$ cat config.mk
export PLATFORM = sky130hd
export DESIGN_NAME = gsi_sram_id_ctrl
export DESIGN_NICKNAME = d
export VERILOG_FILES = /design/src/rtl/gsi_sram_id_ctrl.sv
export SDC_FILE = /design/constraint.sdc
export NUM_CORES = 1
export LEC_CHECK = 0
export CORE_UTILIZATION = 55
export DETAILED_ROUTE_END_ITERATION = 7
export HOLD_SLACK_MARGIN = 0.15
export PLACE_DENSITY = 0.78
export RECOVER_POWER = 50
export SETUP_SLACK_MARGIN = 0.15
export SYNTH_ARGS = -nofsm -noshare
export SYNTH_HDL_FRONTEND = slang
export SYNTH_SLANG_ARGS = --single-unit
$ cat constraint.sdc
create_clock -name i_clk -period 4.37 [get_ports i_clk]
set_input_delay 0.437 -clock i_clk [delete_from_list [all_inputs] [get_ports i_clk]]
set_output_delay 0.437 -clock i_clk [all_outputs]
set_load 0.02 [all_outputs]
$ cat src/rtl/gsi_sram_id_ctrl.sv
// Sequencer for the GSI SRAM JTAG ID-read engine: repeats ID reads under busy-handshake
// timeouts and publishes the SRAM type once N_MATCH consecutive reads agree.
module gsi_sram_id_ctrl #(
  parameter int N_MATCH      = 3,
  parameter int MAX_TRIES    = 8,
  parameter int RISE_TIMEOUT = 16,
  parameter int FALL_TIMEOUT = 255
) (
  input  logic       i_clk,
  input  logic       i_sram_id_rst_n,
  input  logic       i_sys_rdy,
  input  logic       i_rescan,
  output logic       o_id_start,
  input  logic       i_id_busy,
  input  logic [2:0] i_id_code,
  output logic [2:0] o_sram_id,
  output logic [4:0] o_depth_log2,
  output logic       o_id_valid,
  output logic       o_id_fail,
  output logic       o_busy,
  output logic [3:0] o_attempts
);

  localparam logic [3:0] S_IDLE      = 4'd0;
  localparam logic [3:0] S_START     = 4'd1;
  localparam logic [3:0] S_WAIT_RISE = 4'd2;
  localparam logic [3:0] S_WAIT_FALL = 4'd3;
  localparam logic [3:0] S_SETTLE    = 4'd4;
  localparam logic [3:0] S_EVAL      = 4'd5;
  localparam logic [3:0] S_ERR       = 4'd6;
  localparam logic [3:0] S_DONE      = 4'd7;
  localparam logic [3:0] S_FAIL      = 4'd8;

  localparam logic [2:0] N_MATCH_L = 3'(N_MATCH);
  localparam logic [3:0] MAX_L     = 4'(MAX_TRIES);
  localparam logic [7:0] RISE_L    = 8'(RISE_TIMEOUT);
  localparam logic [7:0] FALL_L    = 8'(FALL_TIMEOUT);

  function automatic logic [4:0] depth_of(input logic [2:0] code);
    case (code)
      3'd4:    depth_of = 5'd24;
      3'd3:    depth_of = 5'd23;
      3'd2:    depth_of = 5'd22;
      3'd1:    depth_of = 5'd21;
      default: depth_of = 5'd0;
    endcase
  endfunction

  logic [3:0] state_q, state_d;
  logic [3:0] attempts_q, attempts_d;
  logic [2:0] match_cnt_q, match_cnt_d;
  logic [2:0] prev_code_q, prev_code_d;
  logic [7:0] timer_q, timer_d;
  logic       settle_q, settle_d;
  logic [2:0] sram_id_q, sram_id_d;
  logic [4:0] depth_q, depth_d;
  logic       valid_q, valid_d;
  logic       fail_q, fail_d;
  logic       start_q, start_d;
  logic       busy_q, busy_d;

  logic [2:0] code_clean;
  logic [2:0] match_nxt;
  logic [7:0] timer_inc;

  // Handshake: o_id_start is a one-cycle pulse; the engine answers by raising i_id_busy,
  // and the falling edge of i_id_busy means i_id_code is about to become valid.
  always_comb begin
    code_clean  = (i_id_code > 3'd4) ? 3'd0 : i_id_code;
    match_nxt   = (match_cnt_q == 3'd0 || code_clean == prev_code_q) ? match_cnt_q + 3'd1 : 3'd1;
    timer_inc   = timer_q + 8'd1;
    state_d     = state_q;
    attempts_d  = attempts_q;
    match_cnt_d = match_cnt_q;
    prev_code_d = prev_code_q;
    timer_d     = timer_q;
    settle_d    = settle_q;
    sram_id_d   = sram_id_q;
    depth_d     = depth_q;
    valid_d     = valid_q;
    fail_d      = fail_q;
    if (!i_sys_rdy && state_q != S_DONE && state_q != S_FAIL) begin
      // Losing the clock lock abandons the scan; the next lock starts afresh.
      state_d     = S_IDLE;
      match_cnt_d = 3'd0;
    end else begin
      case (state_q)
        S_IDLE: begin
          if (i_sys_rdy && !valid_q && !fail_q) begin
            state_d     = S_START;
            attempts_d  = 4'd0;
            match_cnt_d = 3'd0;
            prev_code_d = 3'd0;
          end
        end
        S_START: begin
          attempts_d = attempts_q + 4'd1;
          timer_d    = 8'd0;
          state_d    = S_WAIT_RISE;
        end
        S_WAIT_RISE: begin
          timer_d = timer_inc;
          if (i_id_busy) begin
            state_d = S_WAIT_FALL;
            timer_d = 8'd0;
          end else if (timer_inc == RISE_L) begin
            state_d = S_ERR;
          end
        end
        S_WAIT_FALL: begin
          timer_d = timer_inc;
          if (!i_id_busy) begin
            state_d  = S_SETTLE;
            settle_d = 1'b0;
          end else if (timer_inc == FALL_L) begin
            state_d = S_ERR;
          end
        end
        S_SETTLE: begin
          settle_d = 1'b1;
          if (settle_q) state_d = S_EVAL;
        end
        S_EVAL: begin
          match_cnt_d = match_nxt;
          prev_code_d = code_clean;
          if (match_nxt == N_MATCH_L) begin
            state_d   = S_DONE;
            sram_id_d = code_clean;
            depth_d   = depth_of(code_clean);
            valid_d   = 1'b1;
          end else if (attempts_q == MAX_L) begin
            state_d   = S_FAIL;
            sram_id_d = 3'd0;
            depth_d   = 5'd0;
            fail_d    = 1'b1;
          end else begin
            state_d = S_START;
          end
        end
        S_ERR: begin
          match_cnt_d = 3'd0;
          if (attempts_q == MAX_L) begin
            state_d   = S_FAIL;
            sram_id_d = 3'd0;
            depth_d   = 5'd0;
            fail_d    = 1'b1;
          end else begin
            state_d = S_START;
          end
        end
        S_DONE, S_FAIL: begin
          if (i_rescan) begin
            state_d   = S_IDLE;
            valid_d   = 1'b0;
            fail_d    = 1'b0;
            sram_id_d = 3'd0;
            depth_d   = 5'd0;
          end
        end
        default: state_d = S_IDLE;
      endcase
    end
    start_d = (state_d == S_START);
    busy_d  = (state_d != S_IDLE) && (state_d != S_DONE) && (state_d != S_FAIL);
  end

  always_ff @(posedge i_clk or negedge i_sram_id_rst_n) begin
    if (!i_sram_id_rst_n) begin
      state_q     <= S_IDLE;
      attempts_q  <= 4'd0;
      match_cnt_q <= 3'd0;
      prev_code_q <= 3'd0;
      timer_q     <= 8'd0;
      settle_q    <= 1'b0;
      sram_id_q   <= 3'd0;
      depth_q     <= 5'd0;
      valid_q     <= 1'b0;
      fail_q      <= 1'b0;
      start_q     <= 1'b0;
      busy_q      <= 1'b0;
    end else begin
      state_q     <= state_d;
      attempts_q  <= attempts_d;
      match_cnt_q <= match_cnt_d;
      prev_code_q <= prev_code_d;
      timer_q     <= timer_d;
      settle_q    <= settle_d;
      sram_id_q   <= sram_id_d;
      depth_q     <= depth_d;
      valid_q     <= valid_d;
      fail_q      <= fail_d;
      start_q     <= start_d;
      busy_q      <= busy_d;
    end
  end

  assign o_id_start   = start_q;
  assign o_busy       = busy_q;
  assign o_attempts   = attempts_q;
  assign o_sram_id    = sram_id_q;
  assign o_depth_log2 = depth_q;
  assign o_id_valid   = valid_q;
  assign o_id_fail    = fail_q;

endmodule

==> metrics.cfg, run 1 <==
[run]
drv_cap=1

[final_layout]
antenna_cells=0
finish.cell_count_without_fillers=330
area_delta_synth_final_pct=15.9
regArea_sq_um=876
finalInstanceArea_sq_um=2610
layout.nets=295
num-fill-cells=325
multi_input_area_sq_um=1270
drive_gt1_share_pct=9.57

[timing]
rsz0062_at_grt=false
fin_skew_ns=0.00629
finalSetupViolations=0
drv_slew=36
tightest_slew_ns=1.81
slew_headroom_pct=-20.9
min_period_ns=2.29
final_hold_viol_count=0
fin_setup_tns_ns=0
period_share_pct=52.4
max_freq_mhz=437

[clocking]
cts_setup_buffers=0
clock_latency_ns=0.29
numCtsBuffers=5
hold_buffers=0
cts_resized=0
clock-sinks=35
path_clk_slew_ns=0.07
htree_levels=2
tritoncts=built
clk_root_buffer_cell=clkbuf_8
cts_buffer_depth=2

[global_routing]
globalRouteOverflowTotal=0
grt_use_met1_pct=33.6
grt.busiest_layer=met2
use_met3_pct=5.69
grt_pass1_wl_mm=8.18
track_usage_pct=24.8
grt_max_degree=36
met2_usage_pct=38.8
antenna_found_initial=0
grt_pass1_vias=1801

[floorplan]
start_util_pct=59.4
core_area_sq_um=3800
die_x_um=66.0
rows=22
die_area_sq_um=4360
ios=24
die_y_um=66.0

[routing]
routed_wl_mm=4.74
drtIter0Drc=187
first_pass_iters=4
vias=1955
via_per_inst=5.92
drc=0
final_antenna_net_count=0
wl_per_cell_um=14.3

[place]
placedCellCount=322
dp.final_hpwl_mm=3.40
gp_congestion=0.842
post_dp_cell_area_sq_um=2480
io_buffer_count=23

[hold_path]
min_path_cells=2
hold_path.class=reg -> reg

[setup_path]
cp.required_ns=4.60
ff2ff_path_depth=4
slowest_stage=clkdlybuf4s50_1
worstSetupPathType=in -> reg
cp_slowest_stage_delay_ns=0.64
end_kind=flop
path_max_fanout=8
cpLargestDelayFamily=compound AO/OA/AOI/OAI gates
cp_data_arrival_time_ns=2.52
path_buf_inv=1
path_cells=clkdlybuf4s50_1 > nor3b_1 > a32o_2 > nor3_2 > nor2b_2 > o311ai_4 > a22o_1
start_kind=input pin
cp.depth=7

[pwr]
seq_power_share_pct=43.2
netSwitchingFraction_pct=25.8
p_int_uw=604
switching_power_uw=210
p_leak_nw=1.12
peakVddDrop_mv=0.191
combinationalPowerShare_pct=13.5
p_clk_share_pct=43.3
power.density_nw_per_um2=312

[synth]
synth_edf_count=0
synth_xor_area_share_pct=2.72
synth_compound_area_share_pct=22.1
synth_seq_cells=35
yosysUniqueCellTypes=55
synth.area.mux_share_pct=0
synth_warnings=0
syn_inst=262
synth_seq_area_share_pct=38.8
synth_area_sq_um=2250
synthFlopType=dfrtp_1
synthAdderAreaFrac_pct=3.33
synth_nets=276
synthArstFlopShare_pct=100
synth.avg_cell_area_sq_um=8.61
synthSimpleGateAreaFrac_pct=28.2
synth_top_family_by_area=simple AND/OR/NAND/NOR gates

[outcome]
outcome=complete, but fails checks
violations=capacitance limit, slew limit

[cell families after synthesis]
kind of cell | Yosys count
adders and majority gates | 6
DFF | 35
buffers and inverters | 22
and+or+nand+nor | 121
AOI/OAI and AO/OA | 71
xor gates and xnor gates | 7
[stage by stage]
stage | hold slack, ns | setup WS [ns] | power [mW] | utilization (%)
after floorplan | 0.141 | 2.31 | 0.430 | -
after global placement | 0.461 | 1.86 | 0.467 | 65.3
after detailed placement | 0.460 | 1.81 | 0.469 | 65.3
after CTS | 0.477 | 2.09 | 0.822 | 68.9
after global routing | 0.513 | 1.68 | 0.848 | 68.8
final | 0.469 | 2.08 | 0.814 | 68.8
[tightest hold or removal path, cell delays in order (launching register included)]
cell,delay (ns)
dfrtp_1,0.35
nand2_1,0.05
nand2_1,0.05
[placed cells by master (no fill, tap or decap), types with 3 or more instances in the layout]
| master | netlist | layout |
|---|---|---|
| nand2b_1 | 3 | 3 |
| dfrtp_1 | 35 | 35 |
| clkdlybuf4s50_1 | 0 | 14 |
| nor2_1 | 25 | 25 |
| o21ai_0 | 31 | 31 |
| nor2b_1 | 5 | 5 |
| a21oi_1 | 6 | 6 |
| nand3b_1 | 5 | 5 |
| o31ai_1 | 3 | 3 |
| dlygate4sd3_1 | 0 | 9 |
| nor3_1 | 10 | 10 |
| nand2_1 | 41 | 41 |
| o21a_1 | 3 | 3 |
| inv_1 | 10 | 10 |
| a31oi_1 | 4 | 4 |
| ha_1 | 6 | 6 |
| nor3_2 | 4 | 4 |
| a22o_1 | 7 | 7 |
| or2_2 | 3 | 3 |
| nand3_1 | 7 | 7 |
| clkbuf_8 | 0 | 5 |
| xor2_1 | 5 | 5 |
[synthesized netlist by cell type (2+ instances only)]
cell type / number / share of area [%]
dfrtp_1: 35 / 39
o31ai_1: 3 / 1.0
nand2_1: 41 / 6.8
ha_1: 6 / 3.3
a31oi_1: 4 / 1.1
nand2b_1: 3 / 0.83
nor2_1: 25 / 4.2
clkbuf_2: 2 / 0.44
o21ai_0: 31 / 6.9
a32oi_1: 2 / 0.78
nor3_1: 10 / 2.2
buf_4: 4 / 1.3
or3_1: 2 / 0.55
o21ai_1: 2 / 0.44
o41ai_1: 2 / 0.78
nand3_1: 7 / 1.6
nor3_2: 4 / 1.8
nor3b_1: 2 / 0.67
nand3b_1: 5 / 1.7
or2_2: 3 / 0.83
xnor2_1: 2 / 0.78
inv_1: 10 / 1.7
and3b_1: 2 / 0.78
a21oi_1: 6 / 1.3
o21a_1: 3 / 1.0
clkbuf_1: 3 / 0.50
xor2_1: 5 / 1.9
a22o_1: 7 / 2.7
nor2b_1: 5 / 1.4
[registers in the layout (all words and copies together), names as in the netlist]
register / cells
o_depth_log2: 5
prev_code_q: 3
match_cnt_q: 3
state_q: 4
o_sram_id: 3
o_id_fail: 1
o_busy: 1
settle_q: 1
o_id_valid: 1
o_id_start: 1
timer_q: 8
o_attempts: 4
[final cells by class]
class,instances,area share [%]
Clock inverter,3,2.58
Inverter,10,1.44
Tap cell,48,2.30
Multi-Input combinational cell,205,48.6
Clock buffer,5,2.63
Timing Repair Buffer,24,8.95
Sequential cell,35,33.5
[layer usage]
metal,vias to the layer above,share of wire [%]
met4,0,1.1
met1,925,48
li1,969,-
met5,-,0
met3,5,5.5
met2,56,46
[power by group through the flow]
stage | Clock, mW | Sequential [mW] | Combinational [mW]
finish | 0.352 | 0.352 | 0.110
global placement | 0 | 0.358 | 0.109
global route | 0.370 | 0.355 | 0.124
floorplan | 0 | 0.356 | 0.0732
detailed placement | 0 | 0.358 | 0.111
CTS | 0.358 | 0.352 | 0.112
[final timing paths]
path                            slack [ns]            start              end
worst max-delay path                  2.08     i_id_code[0]     o_sram_id[0]
worst min-delay path                  0.47  o_depth_log2[4]  o_depth_log2[4]
worst max register to register        2.14       state_q[2]     o_sram_id[0]
worst min register to register        0.47  o_depth_log2[4]  o_depth_log2[4]
max in group asynchronous             2.16  i_sram_id_rst_n       o_id_valid
min in group asynchronous             1.17  i_sram_id_rst_n       timer_q[5]
(Power assumes the default switching activity.)
==> run 2: changes to the inputs <==
Settings changed: CORE_UTILIZATION 55 to 51, PLACE_DENSITY 0.78 to 0.76.
Clock period 4.37 ns to 1.92 ns, I/O delays scaled along.
==> run 2 against run 1 <==
Effect of this change:
- cell count grew 19%
- routed wire length grew 56%
- die area grew 7.6%
- sequential power grew 130%
- global-route usage grew 5.1 points
- sequential share of layout area shrank 7.4 points
- core utilization grew 14 points
- highest routed layer unchanged
- the run ends with setup timing left
- clock power grew 94%
- clock skew grew 0.0028 ns
==> metrics.cfg, run 2 (synthesized netlist as in run 1, its figures left out) <==
[timing]
drv_slew=0  ; -100%
final_hold_viol_count=0  ; unchanged
fin_ws_ns=-0.122  ; -2.20 ns
period_share_pct=106
tightest_slew_ns=0.883  ; -0.931 ns
fin_skew_ns=0.00908  ; +0.00279 ns
min_period_ns=2.04
max_freq_mhz=490
slew_headroom_pct=41.1  ; +62 points
fin_setup_tns_ns=-0.524  ; -0.524 ns
rsz0062_at_grt=true
finalSetupViolations=9  ; +9

[pwr]
p_clk_share_pct=36.0  ; -7.3 points
switching_power_uw=558  ; +170%
combinationalPowerShare_pct=21.6  ; +8.1 points
netSwitchingFraction_pct=29.4  ; +3.6 points
p_leak_nw=1.45  ; +29%
peakVddDrop_mv=0.628  ; +230%
power.density_nw_per_um2=560  ; +80%
seq_power_share_pct=42.3  ; -0.9 points
p_int_mw=1.34  ; +120%

[final_layout]
antenna_cells=0  ; unchanged
top_register=timer_q
drive_gt1_share_pct=39.9  ; +30 points
mostFrequentLayoutCells=49 x buf_4, 39 x nand2_1, 27 x dfrtp_1
postLayoutCoreUtil_pct=82.3  ; +14 points
final_common_cell=buf_4
layout.nets=356  ; +21%
largest_register_ffs=8  ; unchanged
area_delta_synth_final_pct=50.3

[clocking]
htree_levels=2  ; unchanged
cts_buffer_depth=2  ; unchanged
numCtsBuffers=5  ; unchanged
clock_latency_ns=0.30  ; about the same
clock-sinks=35  ; unchanged
tritoncts=built
path_clk_slew_ns=0.08  ; about the same
clk_root_buffer_cell=clkbuf_8

[floorplan]
start_util_pct=54.8  ; -4.6 points
die_x_um=68.5  ; +3.7%
die_area_sq_um=4690  ; +7.6%
rows=23  ; +4.5%
core_area_sq_um=4120  ; +8.3%
die_y_um=68.5  ; +3.7%
ios=24  ; unchanged

[routing]
via_per_inst=6.22  ; +5.1%
drtIter0Drc=250  ; +34%
wl_per_cell_um=18.8  ; +31%
first_pass_iters=5  ; +1
final_antenna_net_count=0  ; unchanged
drc=0  ; unchanged
routed_wl_mm=7.38  ; +56%
vias=2446  ; +25%

[place]
io_buffer_count=23  ; unchanged
dp.final_hpwl_mm=3.93  ; +16%
gp_congestion=0.845  ; +0.30%

[outcome]
violations=setup timing
outcome=complete, but fails checks

[setup_path]
path_max_fanout=5  ; -3
cp.required_ns=2.09  ; -2.51 ns
slowest_stage=dfrtp_2
path_cells=ha_4 > nand2b_4 > o21ai_4 > a21oi_2 > o311a_1 > nor3_4 > buf_4 > a211oi_2
cp_data_arrival_time_ns=2.21  ; -0.31 ns
path_buf_inv=1  ; unchanged
cpLargestDelayFamily=compound AO/OA/AOI/OAI gates
cp_slowest_stage_delay_ns=0.45  ; -0.19 ns
worstSetupPathType=reg -> reg
end_kind=flop
start_kind=flop

[global_routing]
grt_pass1_vias=2275  ; +26%
track_usage_pct=29.8  ; +5.1 points
grt_pass1_wl_mm=10.2  ; +25%
antenna_found_initial=0  ; unchanged
globalRouteOverflowTotal=0  ; unchanged
grt_max_degree=36  ; unchanged

[hold_path]
hold_path.class=in -> reg

[run]
drv_cap=0  ; -1

-- run 2: cell types whose count changed in the layout (fill, tap and decap cells not counted), moves of 5 or more --
cell           delta
buf_4            +49
buf_6            +12
dfrtp_1           -8
dfrtp_2           +8
o21ai_0           -8
nor2_1            -7
dlygate4sd3_1     -5
inv_1             -5
nor3_1            -5
-- run 2: metal layers --
layer	track usage (%)	vias up	share of wire (%)	wire [um]
li1	-	1093	-	-
met5	0	-	0	0
met2	48.5	143	48	3520
met3	6.25	38	7.2	528
met4	13.0	0	4.8	354
met1	38.0	1172	40	2980
-- run 2: final cells by class --
cell class | count | area, sq um
Multi-Input combinational cell | 205 | 1550
Inverter | 10 | 40.0
Sequential cell | 35 | 886
Clock inverter | 3 | 43.8
Fill cell | 237 | 727
Clock buffer | 5 | 68.8
Timing Repair Buffer | 85 | 734
Tap cell | 50 | 62.6
-- run 2: final timing paths --
check                                 from         endpoint  slack, ns  depth (start not counted)
max                             timer_q[0]           o_busy      -0.12                          8
min                           i_id_code[0]   prev_code_q[0]       0.45                          2
max reg2reg                     timer_q[0]           o_busy      -0.12                          8
min reg2reg                o_depth_log2[3]  o_depth_log2[3]       0.48                          2
max in group asynchronous  i_sram_id_rst_n       state_q[2]       0.78                          2
min in group asynchronous  i_sram_id_rst_n       timer_q[6]       0.54                          2
-- run 2: per-stage QoR --
step | setup slack (ns) | power, mW | instance area [sq um] | cells | hold WS (ns)
5_1_grt | -0.212 | 1.99 | 3390 | 393 | 0.448
2_1_floorplan | 0.0719 | 0.997 | 2310 | 262 | -0.104
6_report | -0.122 | 1.90 | 3390 | 393 | 0.445
4_1_cts | 0.0411 | 1.85 | 3150 | 387 | 0.324
3_5_place_dp | -0.356 | 1.16 | 2830 | 363 | 0.473
3_3_place_gp | -0.247 | 1.15 | 2830 | 363 | 0.464
-- run 2: repair_timing --
action | in CTS | in global routing
pin swaps | 16 | 16
hold buffers | 0 | 0
endpoints found under the setup margin | 19 | 29
gates resized for setup | 29 | 49
gates cloned | 0 | 0
buffers inserted | 16 | 6
-- run 2: power by group through the flow --
stage	combinational, mW	sequential, mW	clock, mW
2_1_floorplan	0.182	0.815	0
4_1_cts	0.363	0.798	0.688
5_1_grt	0.445	0.807	0.736
3_5_place_dp	0.347	0.810	0
3_3_place_gp	0.341	0.810	0
6_report	0.410	0.803	0.684
==> run 3: changes to the inputs <==
Settings changed: CORE_ASPECT_RATIO from default to 0.9, CORE_UTILIZATION 51 to 55, DONT_BUFFER_PORTS from default to 1, PLACE_DENSITY 0.76 to 0.73.
Clock period 1.92 ns to 1.85 ns, I/O delays scaled along.
==> run 3 against run 2 <==
Effect of this change:
- the flow still finishes with violations (setup timing)
- combinational power decreased by 9.3%
- cell count decreased by 8.7%
- first-iteration DRC count decreased by 12%
- hold slack got worse by 0.28 ns
- non-clock buffer count decreased by 30
- via count decreased by 9.2%
- maximum frequency increased by 5.2%
- total power about the same
- die area decreased by 7.1%
- sequential share of layout area increased by 2.7 points
- global-route usage decreased by 1.1 points
- register-to-register slack improved by 0.03 ns
- highest routed layer unchanged
==> metrics.cfg, run 3 (synthesized netlist as in run 1, its figures left out) <==
[pwr]
combinationalPowerShare_pct=19.6  ; -2.0 points
p_clk_share_pct=36.6  ; +0.6 points
total_power_mw=1.90  ; about the same
peakVddDrop_mv=0.461  ; -27%
netSwitchingFraction_pct=28.3  ; -1.1 points
power.density_nw_per_um2=616  ; +10%
p_leak_nw=1.31  ; -9.2%
switching_power_uw=537  ; -3.8%
p_int_mw=1.36  ; +1.7%
seq_power_share_pct=43.8  ; +1.5 points

[timing]
period_share_pct=105  ; -1.5 points
tightest_slew_ns=0.847  ; -0.0359 ns
timing.hold.ws_ns=0.168  ; -0.277 ns
finalSetupViolations=3  ; -6
max_freq_mhz=515  ; +5.2%
final_hold_viol_count=0  ; unchanged
rsz0062_at_grt=true
fin_skew_ns=0.00818  ; -0.000901 ns
drv_slew=0  ; unchanged
fin_ws_ns=-0.0906  ; +0.0315 ns
fin_setup_tns_ns=-0.171  ; +0.353 ns
slew_headroom_pct=43.5  ; +2.4 points
min_period_ns=1.94  ; -0.101 ns

[floorplan]
die_y_um=62.7  ; -8.4%
start_util_pct=59.2  ; +4.4 points
core_area_sq_um=3810  ; -7.4%
die_x_um=69.5  ; +1.5%
ios=24  ; unchanged
die_area_sq_um=4360  ; -7.1%
rows=21  ; -8.7%

[setup_path]
r2r_slack_ns=-0.09  ; +0.03 ns
r2r-end=o_busy
end_kind=flop
start_kind=flop
worstSetupPathType=reg -> reg
cp.required_ns=2.05  ; -0.04 ns
rr_startpoint=match_cnt_q[1]
cp_data_arrival_time_ns=2.14  ; -0.07 ns
ff2ff_path_depth=8  ; unchanged
path_max_fanout=3  ; -2

[place]
dp.final_hpwl_mm=3.98  ; +1.2%
placedCellCount=337  ; -7.2%
io_buffer_count=0  ; -100%
post_dp_cell_area_sq_um=2640  ; -6.8%
gp_congestion=0.893  ; +5.7%

[clocking]
clock_latency_ns=0.29  ; about the same
clock-sinks=35  ; unchanged
numCtsBuffers=5  ; unchanged
tritoncts=built
path_clk_slew_ns=0.07  ; about the same
htree_levels=2  ; unchanged
cts_buffer_depth=2  ; unchanged
clk_root_buffer_cell=clkbuf_8

[hold_path]
hold_path_end=settle_q
hold_path.class=in -> reg
min_path_cells=2  ; unchanged
hp-start=i_id_busy

[final_layout]
top_register=timer_q
area_delta_synth_final_pct=36.6
drive_gt1_share_pct=40.6  ; +0.63 points
finish.cell_count_without_fillers=359  ; -8.7%
antenna_cells=0  ; unchanged
multi_input_area_sq_um=1540  ; -0.64%
final_common_cell=buf_4
mostFrequentLayoutCells=43 x buf_4, 36 x nand2_1, 26 x dfrtp_1
largest_register_ffs=8  ; unchanged
finalInstanceArea_sq_um=3080  ; -9.1%
regArea_sq_um=887  ; +0.14%
num-fill-cells=212  ; -11%
layout.nets=326  ; -8.4%

[global_routing]
grt_pass1_vias=2116  ; -7.0%
grt_pass1_wl_mm=9.94  ; -2.8%
antenna_found_initial=0  ; unchanged
grt_max_degree=36  ; unchanged
globalRouteOverflowTotal=0  ; unchanged
track_usage_pct=28.7  ; -1.1 points

[routing]
drc=0  ; unchanged
wl_per_cell_um=17.4  ; -7.4%
vias=2221  ; -9.2%
drtIter0Drc=221  ; -12%
final_antenna_net_count=0  ; unchanged
first_pass_iters=6  ; +1
via_per_inst=6.19  ; -0.60%
routed_wl_mm=6.24  ; -15%

[outcome]
violations=setup timing
outcome=complete, but fails checks

[run]
drv_cap=0  ; unchanged

-- run 3: cell types whose count changed in the layout (fill, tap and decap cells not counted), sizes merged --
cell	delta
dlygate4sd3	+3
buf	-14
dlygate4sd2	-3
clkdlybuf4s50	-16
-- run 3: metrics by stage --
stage          worst slack, ns  utilization [%]
2_1_floorplan          0.00194                -
3_3_place_gp           -0.0261             69.2
3_5_place_dp            -0.106             69.2
4_1_cts                -0.0828             79.1
5_1_grt                 -0.114             80.9
6_report               -0.0906             80.9
-- run 3: power groups by stage --
stage                     logic, mW  registers (mW)  clock network (mW)
final                         0.372           0.831               0.695
after global routing          0.406           0.835               0.732
after CTS                     0.355           0.827               0.699
after detailed placement      0.303           0.841                   0
after global placement        0.295           0.840                   0
after floorplan               0.193           0.846                   0
-- run 3: what timing repair did --
item | CTS | global route
pin swaps | 21 | 6
setup buffers | 5 | 1
endpoints found under the setup margin | 24 | 28
gates resized for setup | 39 | 23
hold buffers | 8 | 0
endpoints found under the hold margin | 51 | 0
-- run 3: cell type report --
type                    instances  area share, %
flip-flops and latches         35           28.8
repair buffers                 55           14.4
well taps                      46           1.87
inverters                      10           1.22
clock inverters                 3           1.42
clock buffers                   5           2.23
multi-input cells             205           50.1
-- run 3: critical path: stages (launching register included) --
cell and delay, ns:
dfrtp_1 0.40, inv_2 0.06, ha_4 0.15, a32o_2 0.26, o31ai_4 0.33, a21oi_2 0.14, nor3_4 0.25, nor3_2 0.08
a211oi_2 0.18
-- run 3: layer usage --
metal  vias up  track usage [%]  wire [um]
li1       1034                -          -
met1      1072             37.0       2740
met2       102             46.6       3010
met3        13             7.26        397
met4         0             10.7         95
met5         -                0          0
-- run 3: worst max path at each step --
stage / slack [ns] / cells past startpoint / startpoint / end
floorplan: 0.002 / 9 / o_attempts[1] / o_id_start
global placement: -0.03 / 8 / match_cnt_q[0] / o_busy
detailed placement: -0.11 / 8 / timer_q[1] / o_id_start
CTS: -0.08 / 7 / timer_q[1] / o_busy
global route: -0.11 / 8 / match_cnt_q[1] / o_busy
finish: -0.09 / 8 / match_cnt_q[1] / o_busy
